[config.mk]
export PLATFORM = sky130hd
export DESIGN_NAME = reg_file
export DESIGN_NICKNAME = d
export VERILOG_FILES = /design/src/rtl/reg_file.sv
export SDC_FILE = /design/constraint.sdc
export NUM_CORES = 2
export LEC_CHECK = 0
export CAP_MARGIN = 0
export CORE_ASPECT_RATIO = 1.75
export CORE_UTILIZATION = 58
export DETAILED_ROUTE_END_ITERATION = 8
export DONT_BUFFER_PORTS = 1
export PLACE_DENSITY_LB_ADDON = 0.05
export SYNTH_ARGS = -nofsm -noshare
export SYNTH_HDL_FRONTEND = slang
export SYNTH_SLANG_ARGS = --single-unit
[constraint.sdc]
create_clock -name clk -period 1.95 [get_ports clk]
set_clock_uncertainty 0.15 [all_clocks]
set_input_delay 0.39 -clock clk [delete_from_list [all_inputs] [get_ports clk]]
set_output_delay 0.39 -clock clk [all_outputs]
set_load 0.02 [all_outputs]
[src/rtl/reg_file.sv]
// Writeback-path register file: captures the destination in the writeback phase,
// commits dr2_out one edge later, and serves two registered operands in decode.
module reg_file #(
   parameter int unsigned AW   = 5,
   parameter int unsigned DW   = 32,
   parameter int unsigned PHW  = 4,
   parameter int unsigned PH_D = 1,
   parameter int unsigned PH_W = 3
) (
   input  logic           clk,
   input  logic           rst,
   input  logic [PHW-1:0] phase,
   input  logic           wr_en,
   input  logic [AW-1:0]  wr_addr,
   input  logic [DW-1:0]  wr_data,
   input  logic [AW-1:0]  rs_addr,
   input  logic [AW-1:0]  rt_addr,
   output logic [DW-1:0]  rs_out,
   output logic [DW-1:0]  rt_out,
   output logic           wb_busy
);

   localparam int unsigned NREG = 1 << AW;

   logic [DW-1:0] regs [NREG];
   logic          wb_pend;
   logic [AW-1:0] wb_addr_q;
   logic [DW-1:0] rs_sel_c;
   logic [DW-1:0] rt_sel_c;

   // Operand select: index 0 is zero, a committing write is forwarded.
   function automatic logic [DW-1:0] sel(input logic [AW-1:0] a);
      logic [DW-1:0] v;
      if (a == '0)
         v = '0;
      else if (wb_pend && (a == wb_addr_q))
         v = wr_data;
      else
         v = regs[a];
      return v;
   endfunction

   always_comb begin
      rs_sel_c = sel(rs_addr);
      rt_sel_c = sel(rt_addr);
   end

   always_ff @(posedge clk or negedge rst) begin
      if (!rst) begin
         for (int i = 0; i < int'(NREG); i++)
            regs[i] <= '0;
         wb_pend   <= 1'b0;
         wb_addr_q <= '0;
         rs_out    <= '0;
         rt_out    <= '0;
      end else begin
         if (phase[PH_W]) begin
            wb_pend   <= wr_en && (wr_addr != '0);
            wb_addr_q <= wr_addr;
         end else begin
            wb_pend   <= 1'b0;
         end
         // wb_addr_q is never 0 while wb_pend is set, so entry 0 stays zero.
         if (wb_pend)
            regs[wb_addr_q] <= wr_data;
         if (phase[PH_D]) begin
            rs_out <= rs_sel_c;
            rt_out <= rt_sel_c;
         end
      end
   end

   assign wb_busy = wb_pend;

endmodule
# --- Yosys cells after proc, flatten, opt, wreduce, memory -nomap -nowiden ---
# Index checks and enable logic that the tools add are counted.
word_totals:
  regBits: 1094
  inputBits: 54
  output_inout_bits: 65
  word_cells: 66
classes:
  n_lt_le_gt_ge: 4
  n_eq_ne: 2
  n_mux: 14
  bitwise: 3
  n_reduce_logical: 7
op_table:
  columns: ["operator", "n"]
  rows:
  - ["1024-bit bitwise mux", 1]
  - ["32-bit binary-select mux with 5-bit select", 2]
  - ["32-bit 2-to-1 mux", 9]
  - ["32-bit demux with 5-bit select", 1]
  - ["6-bit >= comparator, second input constant", 3]
  - ["5-bit inverter with 6-bit output", 3]
  - ["5-bit == test", 2]
  - ["5-bit zero test", 2]
  - ["6-bit by 1-bit less-than comparator with 1-bit output, second input constant", 1]
  - ["5-bit nonzero test", 1]
  - ["1-bit logical AND", 4]
  - ["1-bit 2-to-1 mux", 1]

# --- Longest topological paths before layout ---
logic_depth:
  ltp_word: 6
  mapped_depth: 9
  mapped_depth_nobuf: 5

# --- Worst setup path before layout ---
# Ideal clock, no wire load.
synth_path:
  path_type: "input port to flip-flop"
  from: "input rs_addr[2]"
  to: "register rs_out[27]"
  setup_time_ns: 0.129
  arrival_time_ns: 2.073
  t_required_ns: 1.671
  slack_ns: -0.402
  path_stages: 7
  path_buffers: 3
  cell_sequence: "buf_2 -> clkbuf_1 -> buf_1 -> mux4_2 -> a22oi_1 -> a21oi_1 -> a2111o_1"
synth_via:
  elab_chain_len: 6
  word_cells_on_any_way: 9
  cone_classes: "eq/ne (1); mux (5); bitwise (1); reduce/logical (2)"
synth_rtl:
  columns: ["item", "line_no", "rtl"]
  rows:
  - ["from (decl)", "16", "input logic [AW-1:0] rs_addr,"]
  - ["5-bit inverter with 6-bit output (implied by the code)", "39", "v = regs[a];"]
  - ["32-bit binary-select mux with 5-bit select", "39", null]
  - ["32-bit 2-to-1 mux (implied by the code) (2 in series)", "39", null]
  - ["32-bit 2-to-1 mux", "36", "else if (wb_pend && (a == wb_addr_q))"]
  - ["32-bit 2-to-1 mux (*)", "34", "if (a == '0)"]
  - ["to (signal assigned)", "67", "rs_out <= rs_sel_c;"]
  - ["to (decl)", "18", "output logic [DW-1:0] rs_out,"]
# Mark *: on every way between the ends. The rest lies on a longest branch, timed or not. The select of a mux whose other input is x is not followed.
# A chain may end at the register's enable or synchronous reset.

# --- Final worst setup path ---
layout_path:
  from: "register wb_addr_q[2]"
  to: "register rs_out[11]"
layout_via:
  elab_chain_len: 4
layout_rtl:
  columns: ["item", "line_no", "rtl"]
  rows:
  - ["from (decl)", "27", "logic [AW-1:0] wb_addr_q;"]
  - ["from (signal assigned)", "59", "wb_addr_q <= wr_addr;"]
  - ["5-bit == test", "36", null]
  - ["1-bit logical AND", "36", null]
  - ["32-bit 2-to-1 mux", "36", null]
  - ["32-bit 2-to-1 mux", "34", null]
# Every way passes these cells.

==> impl_metrics.env <==
export IMPL_status="complete, but fails checks"
export IMPL_violations="negative hold slack, negative setup slack"
export IMPL_maxCapViolations=0
export IMPL_startpoint_type="flop"
export IMPL_synth_seq_cells=1094
export IMPL_synth_cells=3881
export IMPL_coreArea_mm2=0.09794
export IMPL_portBuffers=0
export IMPL_worstMarginPinSlew_ns=1.257
export IMPL_synth_cell_types=40
export IMPL_layout_common_cells="dfrtp_1 (1,091), mux2_2 (591), mux2_4 (394)"
export IMPL_rows=152
export IMPL_syn_area_per_cell_um2=14.73
export IMPL_routabilityCongestion=0.8761
export IMPL_finalCritPeriodShare=1.317
export IMPL_max_freq_ghz=0.3894
export IMPL_dr_pass1_iters=6
export IMPL_cts_root_buf="clkbuf_16"
export IMPL_drc_errors=0
export IMPL_crit_chain="xnor2_1, nand4_1, buf_4, o211ai_1, buf_6, buf_12, a21oi_2, a2111o_1"
export IMPL_fin_ws_ns=-0.6181
export IMPL_clk_latency_ns=0.76
export IMPL_vias=41540
export IMPL_layout_commonest_cell="dfrtp_1"
export IMPL_relSlewSlack=0.1620
export IMPL_setup_viol=1089
export IMPL_viasPerCell=7.433
export IMPL_leakagePower_nw=31.22
export IMPL_fin_nets=4244
export IMPL_cts_buffers_inserted=100
export IMPL_drt_wl_total_um=226000
export IMPL_grt_pass1_vias=44030
export IMPL_die_w_um=239.3
export IMPL_slowest_stage="dfrtp_1"
export IMPL_ys_seq_area_frac=0.4789
export IMPL_cts_tree="done"
export IMPL_hold_violations=260
export IMPL_place_hpwl_um=108200
export IMPL_cp_slowest_stage_delay_ns=0.43
export IMPL_synth_area_mm2=0.05716
export IMPL_postRouteAntennaNets=0
export IMPL_grt_usage=0.4482
export IMPL_n_fill_cell=5839
export IMPL_wire_per_inst_um=40.45
export IMPL_worstSetupPathType="reg -> reg"
export IMPL_arrival_ns=3.02
export IMPL_min_path_type="in -> async"
export IMPL_clk_pin_slew_worst_paths_ns=0.08
export IMPL_syn_num_nets=3935
export IMPL_p_per_area_mw_per_mm2=959.8
export IMPL_final_layout_size_suffix_gt1_frac=0.5194
export IMPL_cts_sinks=1094
export IMPL_grt_setup_unrepaired="true"
export IMPL_grt_overflow=0
export IMPL_die_area_mm2=0.09987
export IMPL_maxSlewViolCount=0
export IMPL_antenna_found_initial=11
export IMPL_max_clock_path_buffers=3
export IMPL_grt_max_degree=1095
export IMPL_synth_warnings=0
export IMPL_io_pins=119
export IMPL_die_h_um=417.3
export IMPL_grt_pass1_wl_um=314100
export IMPL_drt_iter0_drc=4170
export IMPL_fin_crit_ns=2.568
export IMPL_h_tree_depth=3
export IMPL_cp_max_fo=8
export IMPL_initial_core_util=0.5836
export IMPL_syn2layout_area_growth_pct=27.19
export IMPL_cp_required_ns=2.41
export IMPL_power_total_mw=69.78
export IMPL_ir_worst_vdd_v=0.0008344
export IMPL_critPathCaptureType="flop"
export IMPL_hold_worst_slack_ns=-0.1289
==> metal layers <==
metal,global-route usage,wire (um),vias to the layer above
li1,-,-,15860
met1,0.5110,74170,21910
met2,0.6834,103300,2742
met3,0.1260,23820,1024
met4,0.4086,24700,4
met5,0,30,-
==> sequential cells by signal, summed over array words and instances, names as in the netlist <==
name,count
regs,1024
rs_out,32
rt_out,32
wb_addr_q,5
wb_busy,1
==> logic make-up (layout without fill, tap and decap cells) <==
kind of cell | count (synthesis) | count (layout) | synth area share
AOI/OAI and AO/OA | 550 | 550 | 0.07431
and+or+nand+nor | 136 | 136 | 0.01329
buffers and inverters | 422 | 809 | 0.03316
xor gates and xnor gates | 10 | 10 | 0.001532
muxes | 1669 | 1669 | 0.3988
other | 0 | 11 | 0
DFF | 1094 | 1094 | 0.4789
==> final timing paths <==
| check | from | to | slack, ns | depth (start not counted) |
|---|---|---|---|---|
| setup / recovery | wb_addr_q[2]$_DFFE_PN0P_ | rs_out[11]$_DFFE_PN0P_ | -0.62 | 8 |
| hold / removal | rst | regs[836]$_DFFE_PN0P_ | -0.13 | 4 |
| setup reg to reg | wb_addr_q[2]$_DFFE_PN0P_ | rs_out[11]$_DFFE_PN0P_ | -0.62 | 8 |
| hold reg to reg | regs[41]$_DFFE_PN0P_ | regs[41]$_DFFE_PN0P_ | 0.35 | 1 |
| max in group asynchronous | rst | regs[269]$_DFFE_PN0P_ | 0.23 | 6 |
| min in group clk | rt_addr[0] | rt_out[9]$_DFFE_PN0P_ | -0.03 | 3 |
==> metrics by stage <==
stage          setup TNS (ns)  setup slack, ns  utilization  instances  cell area, um^2
6_report              -318.87          -0.6181       0.7423       5588            72710
5_1_grt               -306.84          -0.6085       0.7421       5579            72680
4_1_cts               -124.47          -0.2568       0.7301       5542            71510
3_5_place_dp          -105.48          -0.6268       0.6197       5041            60690
3_3_place_gp           -96.92          -0.6200       0.6197       5041            60690
2_1_floorplan          -10.15          -0.2065            -       3881            57970
==> worst max-delay path, delay by kind of cell, from the launching register on <==
family	cells	cell delay [ns]
AO/OA/AOI/OAI	3	0.73
AND/OR/NAND/NOR	1	0.18
XOR/XNOR	1	0.21
buffers and inverters	3	0.65
flip-flops	1	0.43
==> cell type report <==
| cell class | count | area [um^2] | area share |
|---|---|---|---|
| inverters | 3 | 11.26 | 0.0001549 |
| clock buffers | 157 | 3009 | 0.04139 |
| repair buffers | 626 | 9602 | 0.1321 |
| clock inverters | 23 | 416.7 | 0.005731 |
| well taps | 1309 | 1638 | 0.02253 |
| multi-input cells | 2365 | 30620 | 0.4212 |
| diodes | 11 | 27.53 | 0.0003786 |
| flip-flops and latches | 1094 | 27380 | 0.3766 |
==> cells in the mapped netlist <==
| cell | count | area [um^2] |
|---|---|---|
| a2111o_1 | 32 | 360.4 |
| a21oi_1 | 96 | 480.5 |
| a221oi_1 | 192 | 1682 |
| a22o_1 | 32 | 280.3 |
| a22oi_1 | 96 | 720.7 |
| and2_1 | 4 | 25.02 |
| and3_1 | 1 | 6.260 |
| and3b_1 | 1 | 8.760 |
| buf_1 | 59 | 221.5 |
| buf_2 | 89 | 445.4 |
| buf_4 | 25 | 187.7 |
| buf_6 | 14 | 157.7 |
| clkbuf_1 | 231 | 867.1 |
| clkbuf_2 | 1 | 5.000 |
| dfrtp_1 | 1094 | 27380 |
| inv_1 | 3 | 11.26 |
| mux2_1 | 157 | 1768 |
| mux2_2 | 872 | 9819 |
| mux2i_1 | 256 | 2562 |
| mux4_2 | 384 | 8648 |
| nand2_1 | 19 | 71.32 |
| nand3_1 | 2 | 10.01 |
| nand3b_1 | 4 | 30.03 |
| nand4_1 | 2 | 12.51 |
| nor2_1 | 22 | 82.58 |
| nor2b_1 | 68 | 425.4 |
| nor3_1 | 3 | 15.01 |
| nor3b_1 | 4 | 30.03 |
| o2111ai_1 | 1 | 8.760 |
| o211ai_1 | 2 | 15.01 |
| o21a_1 | 32 | 240.2 |
| o21ai_0 | 33 | 165.2 |
| o21ai_1 | 1 | 5.000 |
| o221ai_1 | 32 | 280.3 |
| o311a_1 | 1 | 10.01 |
| or2_2 | 1 | 6.260 |
| or3_1 | 2 | 12.51 |
| or3b_1 | 1 | 8.760 |
| or4_1 | 2 | 15.01 |
| xnor2_1 | 10 | 87.58 |
==> what timing repair did <==
action | in CTS | in global routing
hold buffers | 140 | 7
cloned | 73 | 17
setup endpoints to repair | 835 | 1717
endpoints found under the hold margin | 2188 | 296
gates resized for setup | 649 | 141
pin swaps | 65 | 36
setup buffers | 117 | 23
==> where the power goes <==
part	total [mW]	internal, mW	switching (mW)
clock network	21.1	12.0	9.12
logic	16.5	10.4	6.18
registers	32.1	27.7	4.45
total	69.8	50.0	19.7
(Power assumes the default switching activity.)
